## config.mk

```make
export PLATFORM = sky130hd
export DESIGN_NAME = alu_word_seq
export DESIGN_NICKNAME = d
export VERILOG_FILES = /design/src/rtl/alu_word_seq_pkg.sv /design/src/rtl/alu_word_seq.sv
export SDC_FILE = /design/constraint.sdc
export NUM_CORES = 1
export LEC_CHECK = 0
export BUFFER_PORTS_ARGS = -buffer_cell sky130_fd_sc_hd__buf_2
export CORE_MARGIN = 8
export CORE_UTILIZATION = 56
export CTS_BUF_LIST = sky130_fd_sc_hd__clkbuf_16
export CTS_CLUSTER_SIZE = 16
export DETAILED_ROUTE_END_ITERATION = 12
export PLACE_DENSITY_LB_ADDON = 0.3
export SKIP_CTS_REPAIR_TIMING = 1
export SLEW_MARGIN = 20
export SYNTH_ARGS = -nofsm -noshare
export SYNTH_HDL_FRONTEND = slang
export SYNTH_SLANG_ARGS = --single-unit
```

## constraint.sdc

```tcl
create_clock -name clk -period 5.4 [get_ports clk]
set_input_delay 1.35 -clock clk [delete_from_list [all_inputs] [get_ports clk]]
set_output_delay 1.35 -clock clk [all_outputs]
set_load 0.01 [all_outputs]
```

## src/rtl/alu_word_seq_pkg.sv

```systemverilog
// alu_word_seq_pkg: command codes, ALU op constants and sequencer states for the word sequencer
package alu_word_seq_pkg;
    typedef enum logic [2:0] {
        CMD_ADDW = 3'b000,
        CMD_SUBW = 3'b001,
        CMD_INW  = 3'b010,
        CMD_DEW  = 3'b011,
        CMD_ASW  = 3'b100,
        CMD_ROW  = 3'b101,
        CMD_LSRW = 3'b110,
        CMD_ASRW = 3'b111
    } cmd_e;
    localparam logic [3:0] OP_ADD  = 4'b0011;
    localparam logic [3:0] OP_SUB  = 4'b0111;
    localparam logic [3:0] OP_DBL  = 4'b1011;
    localparam logic [3:0] OP_PASS = 4'b1111;
    typedef enum logic [1:0] {
        S_IDLE    = 2'd0,
        S_ISSUE1  = 2'd1,
        S_ISSUE2  = 2'd2,
        S_COLLECT = 2'd3
    } state_e;
endpackage

```

## src/rtl/alu_word_seq.sv

```systemverilog
// alu_word_seq: runs 16-bit word ops as two chained byte passes through the shared 8-bit ALU
module alu_word_seq
    import alu_word_seq_pkg::*;
(
    input  logic        clk,
    input  logic        rst_n,
    input  logic        RDY,
    input  logic        start,
    input  logic [2:0]  cmd,
    input  logic [15:0] a_in,
    input  logic [15:0] b_in,
    input  logic        ci_in,
    output logic        busy,
    output logic        done,
    output logic [15:0] result,
    output logic        co_out,
    output logic        n_out,
    output logic        z_out,
    output logic        v_out,
    output logic [3:0]  alu_op,
    output logic        alu_right,
    output logic        alu_arith,
    output logic [7:0]  alu_ai,
    output logic [7:0]  alu_bi,
    output logic        alu_ci,
    output logic        alu_bcd,
    input  logic [7:0]  alu_out,
    input  logic        alu_co,
    input  logic        alu_v
);
    state_e      r_state;
    state_e      w_next;
    cmd_e        r_cmd;
    logic [15:0] r_a;
    logic [15:0] r_b;
    logic        r_ci;
    logic [7:0]  r_b1;
    logic [15:0] r_result;
    logic        r_co;
    logic        r_n;
    logic        r_z;
    logic        r_v;
    logic        r_done;
    logic        w_right;
    logic        w_ab;
    logic        w_first;
    logic        w_issue;
    logic        w_hi;
    logic [3:0]  w_op;
    logic        w_ci1;
    logic [15:0] w_word;
    always_ff @(posedge clk or negedge rst_n) begin
        if (!rst_n) r_state <= S_IDLE;
        else if (RDY) r_state <= w_next;
    end
    // Right shifts walk high byte first so the low byte receives old A[8] as its carry.
    always_comb begin
        w_right = r_cmd == CMD_LSRW || r_cmd == CMD_ASRW;
        w_ab    = r_cmd == CMD_ADDW || r_cmd == CMD_SUBW;
        w_first = r_state == S_ISSUE1;
        w_issue = r_state == S_ISSUE1 || r_state == S_ISSUE2;
        w_hi    = w_first == w_right;
        w_op    = w_right ? OP_PASS : (r_cmd == CMD_ADDW || r_cmd == CMD_INW) ? OP_ADD :
                  (r_cmd == CMD_SUBW || r_cmd == CMD_DEW) ? OP_SUB : OP_DBL;
        w_ci1   = (w_ab || r_cmd == CMD_ROW) ? r_ci : r_cmd == CMD_INW;
        w_word  = w_right ? {r_b1, alu_out} : {alu_out, r_b1};
        w_next  = r_state == S_IDLE ? (start ? S_ISSUE1 : S_IDLE) :
                  r_state == S_ISSUE1 ? S_ISSUE2 : r_state == S_ISSUE2 ? S_COLLECT : S_IDLE;
        alu_op    = w_issue ? w_op : OP_PASS;
        alu_right = w_issue & w_right;
        alu_arith = w_first & (r_cmd == CMD_ASRW);
        alu_ai    = w_issue ? (w_hi ? r_a[15:8] : r_a[7:0]) : 8'h00;
        alu_bi    = (w_issue & w_ab) ? (w_hi ? r_b[15:8] : r_b[7:0]) : 8'h00;
        alu_ci    = w_first ? w_ci1 : (r_state == S_ISSUE2) & alu_co;
        alu_bcd   = 1'b0;
    end
    always_ff @(posedge clk or negedge rst_n) begin
        if (!rst_n) begin
            r_cmd    <= CMD_ADDW;
            r_a      <= '0;
            r_b      <= '0;
            r_ci     <= 1'b0;
            r_b1     <= '0;
            r_result <= '0;
            r_co     <= 1'b0;
            r_n      <= 1'b0;
            r_z      <= 1'b0;
            r_v      <= 1'b0;
            r_done   <= 1'b0;
        end else if (RDY) begin
            if (r_state == S_IDLE && start) begin
                r_cmd  <= cmd_e'(cmd);
                r_a    <= a_in;
                r_b    <= b_in;
                r_ci   <= ci_in;
                r_done <= 1'b0;
            end
            if (r_state == S_ISSUE2) r_b1 <= alu_out;
            if (r_state == S_COLLECT) begin
                r_result <= w_word;
                r_co     <= alu_co;
                r_n      <= w_word[15];
                r_z      <= w_word == 16'h0000;
                r_v      <= w_ab & alu_v;
                r_done   <= 1'b1;
            end
        end
    end
    assign busy   = r_state != S_IDLE;
    assign done   = r_done;
    assign result = r_result;
    assign co_out = r_co;
    assign n_out  = r_n;
    assign z_out  = r_z;
    assign v_out  = r_v;
endmodule

```

## Word level (Yosys, flattened, before mapping)

Cells that the tools add are included.

- Mux-type cells: 17
- Bitwise operators: 5
- Equal/unequal tests: 10
- Reduce and logical (&&, ||, !) cells: 16

Operators by type and width:

| kind | count |
|---|---|
| $mux W8 | 4 |
| $logic_not A16 Y1 | 1 |
| $mux W16 | 1 |
| $mux W4 | 4 |
| $eq A3 B3 Y1 const B | 3 |
| $reduce_and A2 Y1 | 4 |
| $eq A3 B2 Y1 const B | 2 |
| $logic_or A1 B1 Y1 | 6 |
| $mux W2 | 3 |
| $and A1 B1 Y1 | 5 |
| $mux W1 | 5 |
| $eq A2 B2 Y1 const B | 2 |
| $reduce_bool A2 Y1 | 2 |
| $eq A3 B1 Y1 const B | 1 |
| $logic_not A3 Y1 | 1 |
| $eq A2 B1 Y1 const B | 1 |
| $logic_not A2 Y1 | 1 |
| $eq A1 B1 Y1 | 1 |
| $logic_and A1 B1 Y1 | 1 |

- Logic and storage cells: 60
- Input port bits: 50
- Output and inout port bits: 46
- Register bits: 67

## Logic depth before layout (Yosys ltp)

- Word-level depth: 6
- Mapped depth: 6
- Gate-level depth less buffers: 5

## Worst setup path before layout

No wires, ideal clock.

- Path kind: input to output
- From: in alu_co
- To: out alu_ci
- Buffers on the path: 0
- Path slack: 2.391 ns
- Required time: 4.050 ns
- Stages on the path: 2
- Arrival time: 1.659 ns
- Cell sequence: nand2_1 -> o21ai_0

- Longest elaborated chain between the ends: 2

RTL lines:

| element | line | text |
|---|---|---|
| from (decl) | alu_word_seq.sv:28 | `input logic alu_co,` |
| $and A1 B1 Y1 | alu_word_seq.sv:74 | `alu_ci = w_first ? w_ci1 : (r_state == S_ISSUE2) & alu_co;` |
| $mux W1 | alu_word_seq.sv:74 |  |
| to (decl) | alu_word_seq.sv:25 | `output logic alu_ci,` |

No other way between the ends.

## Worst setup path in the final report

- From: reg r_state[1]
- To: out alu_ai[3]

- Longest elaborated chain between the ends: 4

RTL lines:

| element | line | text |
|---|---|---|
| from (decl) | alu_word_seq.sv:31 | `state_e r_state;` |
| from (signal assigned) | alu_word_seq.sv:54 | `else if (RDY) r_state <= w_next;` |
| $eq A2 B1 Y1 | alu_word_seq.sv:60, alu_word_seq.sv:61 |  |
| $eq A1 B1 Y1 | alu_word_seq.sv:62 | `w_hi = w_first == w_right;` |
| $mux W8 | alu_word_seq.sv:72 | `alu_ai = w_issue ? (w_hi ? r_a[15:8] : r_a[7:0]) : 8'h00;` |
| $mux W8 * | alu_word_seq.sv:72 |  |
| to (decl) | alu_word_seq.sv:23 | `output logic [7:0] alu_ai,` |

Mark *: on every way between the ends. The rest lies on a longest branch, timed or not.

==> results_dict.tcl <==
set metrics [dict create \
    worst_setup_path_start_kind "flip-flop" \
    ys_async_sr_fraction 1.00 \
    ys.flop_type "dfrtp_1" \
    r2r.worst_path.cells 4 \
    top_level_ports 96 \
    grt_overflow 0 \
    synth.avg_cell_area_um2 12.0 \
    post_synth_xor_area_fraction 0 \
    core.rowCount 28 \
    final.period_utilization 0.665 \
    slowest_stage "a21boi_2" \
    fin_nets 417 \
    floorplan.initialDensity 0.570 \
    p_leak_nw 2.14 \
    detail_route.first_pass.iterations 4 \
    groute.usage.overall 0.179 \
    die_h_um 92.9 \
    antenna_violations_before_repair 0 \
    dp_worst_setup_slack_ns 2.14 \
    regToRegStartpoint "r_state[0]" \
    holdPathEnd "result[11]" \
    grt_pass1_wl_mm 12.4 \
    largest_buffer_count_on_any_clock_path 2 \
    max-slew-margin-rel 0.449 \
    worst_slack_ns 1.81 \
    overall_die_area_mm2 0.00864 \
    post_synth_and_or_nand_nor_area_fraction 0.0993 \
    synth_compound_gate_area_share 0.0932 \
    layout_min_cycle_time_ns 3.59 \
    cts-buffers-inserted 9 \
    cts_htree_levels 3 \
    routed_wirelength_mm 7.41 \
    multiInputGateArea_mm2 0.00150 \
    rsz0062_at_grt "false" \
    register_area_mm2 0.00165 \
    setup_tns_ns 0 \
    ctsRootBufferMaster "clkbuf_16" \
    drive_above_1_share 0.431 \
    syn_inst 277 \
    synth_adder_area_share 0.0189 \
    synth-warning-count 0 \
    slowest_delay_ns 0.61 \
    num_antenna_cells 0 \
    hold_depth 2 \
    hold_viol_final 0 \
    power_frac_seq 0.355 \
    via_per_inst 5.43 \
    cellPowerDensity_mw_per_mm2 631 \
    clock.fmax_mhz 278 \
    power.combinational.fraction 0.411 \
    yosys_register_bits 66 \
    buffer_ports.inserted 92 \
    clk-insertion-delay-late_ns 0.32 \
    detailed_place_hpwl_mm 5.19 \
    synth_top_family_by_area "multiplexers" \
    timing_worst_setup_path_type "reg2out" \
    wl_per_cell_um 16.8 \
    vdd_ir_drop_max_mv 0.307 \
    n_fill_cell 467 \
    syn2layout_area_growth_pct 21.7 \
    grt_start_max_net_pins 67 \
    post_dp_cell_area_mm2 0.00372 \
    clockPowerShare 0.235 \
    critical_path.cell_chain "inv_1 > ha_1 > a21boi_2 > o21ai_0 > a21boi_1 > buf_2" \
    gp_congestion 0.803 \
    timing.final.setup_violations 0 \
    data_arrival_critical_path_ns 2.24 \
    die_width_um 92.9 \
    finalMaxSlewViolations 0 \
    detail-route-antenna-nets 0 \
    ys_seq_area_frac 0.498 \
    cts_tree "built" \
    post_route_cell_area_mm2 0.00403 \
    totalPowerFinal_w 0.00255 \
    holdCritPathClass "reg2reg" \
    switching_share 0.348 \
    via_count 2402 \
    clock_transition_at_the_register_clock_pins_on_the_worst_setup_and_hold_paths_after_cts_ns 0.05 \
    status "finished clean" \
    critical_path.endpoint_type "output pin" \
    first_global_vias 2494 \
    setup.reg_to_reg.worst_slack_ns 3.35 \
    count_of_flip_flops_with_a_built_in_enable_after_synthesis 0 \
    muxShareOfSynthArea 0.237 \
    hold_path_startpoint "result[11]" \
    drc 0 \
    switchingPower_w 0.000885 \
    synthDistinctLibCells 33 \
    worst_slew_pin_slew_ns 0.826 \
    worst-endpoint-required_ns 4.05 \
    cp_top_family "compound AO/OA/AOI/OAI gates" \
    cts_num_sinks 66 \
    dr.first_iter.drc_count 91 \
    placeableCoreArea_mm2 0.00582 \
    timing.critical_path.fanout_max 16 \
    r2r-end "r_b[5]" \
    clock-skew-final_ns 0.00499 \
    cell_internal_pwr_w 0.00166 \
    worstPathBufferInverterCount 2 \
    max-cap-violations 0 \
    mappedNetlistArea_mm2 0.00331 \
]
[cells in the mapped netlist (3+ instances only)]
library cell,instances,share of area
nor2_1,3,0.0034
mux2_2,15,0.051
o21ai_0,14,0.021
nand2_1,29,0.033
dfrtp_1,66,0.50
mux2_4,29,0.13
buf_6,6,0.020
buf_4,9,0.020
mux2i_1,18,0.054
inv_1,3,0.0034
a21boi_1,8,0.018
ha_1,5,0.019
a21oi_1,9,0.014
nor4_1,4,0.0075
o21ai_1,21,0.032
nand3_1,18,0.027
[power groups by stage]
stage                     clock [W]  combinational, W  sequential [W]
final                      0.000597           0.00105        0.000903
after global routing       0.000630           0.00115        0.000934
after CTS                  0.000607           0.00106        0.000902
after detailed placement          0           0.00105        0.000909
after global placement            0           0.00103        0.000896
after floorplan                   0          0.000782        0.000883
[worst min-delay path, cell delays in order, from the launching register on]
cell and delay (ns):
dfrtp_1 0.33, nand2_1 0.05, o21ai_0 0.06
[placed cells by master, fill, tap and decap left out, drive strengths merged, types with 5 or more instances in the layout]
master	n
buf	93
o21ai	35
mux2i	18
nand2	30
a21boi	9
dfrtp	66
ha	5
mux2	44
nand3	19
a21oi	9
clkbuf	9
[worst max path at each step]
stage / slack (ns) / start / cells after the start / endpoint
floorplan: 2.39 / alu_co / 2 / alu_ci
global placement: 2.24 / r_state[1] / 6 / alu_bi[0]
detailed placement: 2.14 / r_state[1] / 6 / alu_ai[3]
CTS: 1.79 / r_state[1] / 6 / alu_ai[3]
global route: 1.59 / r_state[1] / 6 / alu_ai[3]
finish: 1.81 / r_state[1] / 6 / alu_ai[3]
[layout make-up]
cell class | instances | share of cell area
Sequential cell | 66 | 0.409
Multi-Input combinational cell | 189 | 0.372
Timing Repair Buffer | 93 | 0.116
Clock buffer | 9 | 0.0558
Tap cell | 75 | 0.0233
Clock inverter | 7 | 0.0211
Inverter | 3 | 0.00279
[sequential cells by signal, indices dropped and copies added, names as in the netlist]
name	cells
co_out	1
done	1
r_a	16
r_b	16
r_b1	8
r_ci	1
r_cmd	3
r_state	2
result	16
v_out	1
z_out	1
[layer usage]
layer / up-vias / GRT usage / share of wire
met5: - / 0 / 0
met1: 1181 / 0.229 / 0.45
met2: 75 / 0.286 / 0.48
met4: 0 / 0.0604 / 0.0066
li1: 1140 / - / -
met3: 6 / 0.0485 / 0.060
[cell families after synthesis]
| group | after synthesis |
|---|---|
| muxes | 62 |
| AOI/OAI and AO/OA | 55 |
| adders and majority gates | 5 |
| other | 2 |
| and+or+nand+nor | 64 |
| buffers and inverters | 23 |
| DFF | 66 |
[stage by stage]
stage	utilization	hold WS (ns)	instances
2_1_floorplan	-	0.475	278
4_1_cts	0.693	0.474	442
3_5_place_dp	0.640	0.461	426
5_1_grt	0.694	0.493	442
6_report	0.694	0.470	442
3_3_place_gp	0.640	0.452	426
No activity file was read; power rests on OpenSTA's default activity.
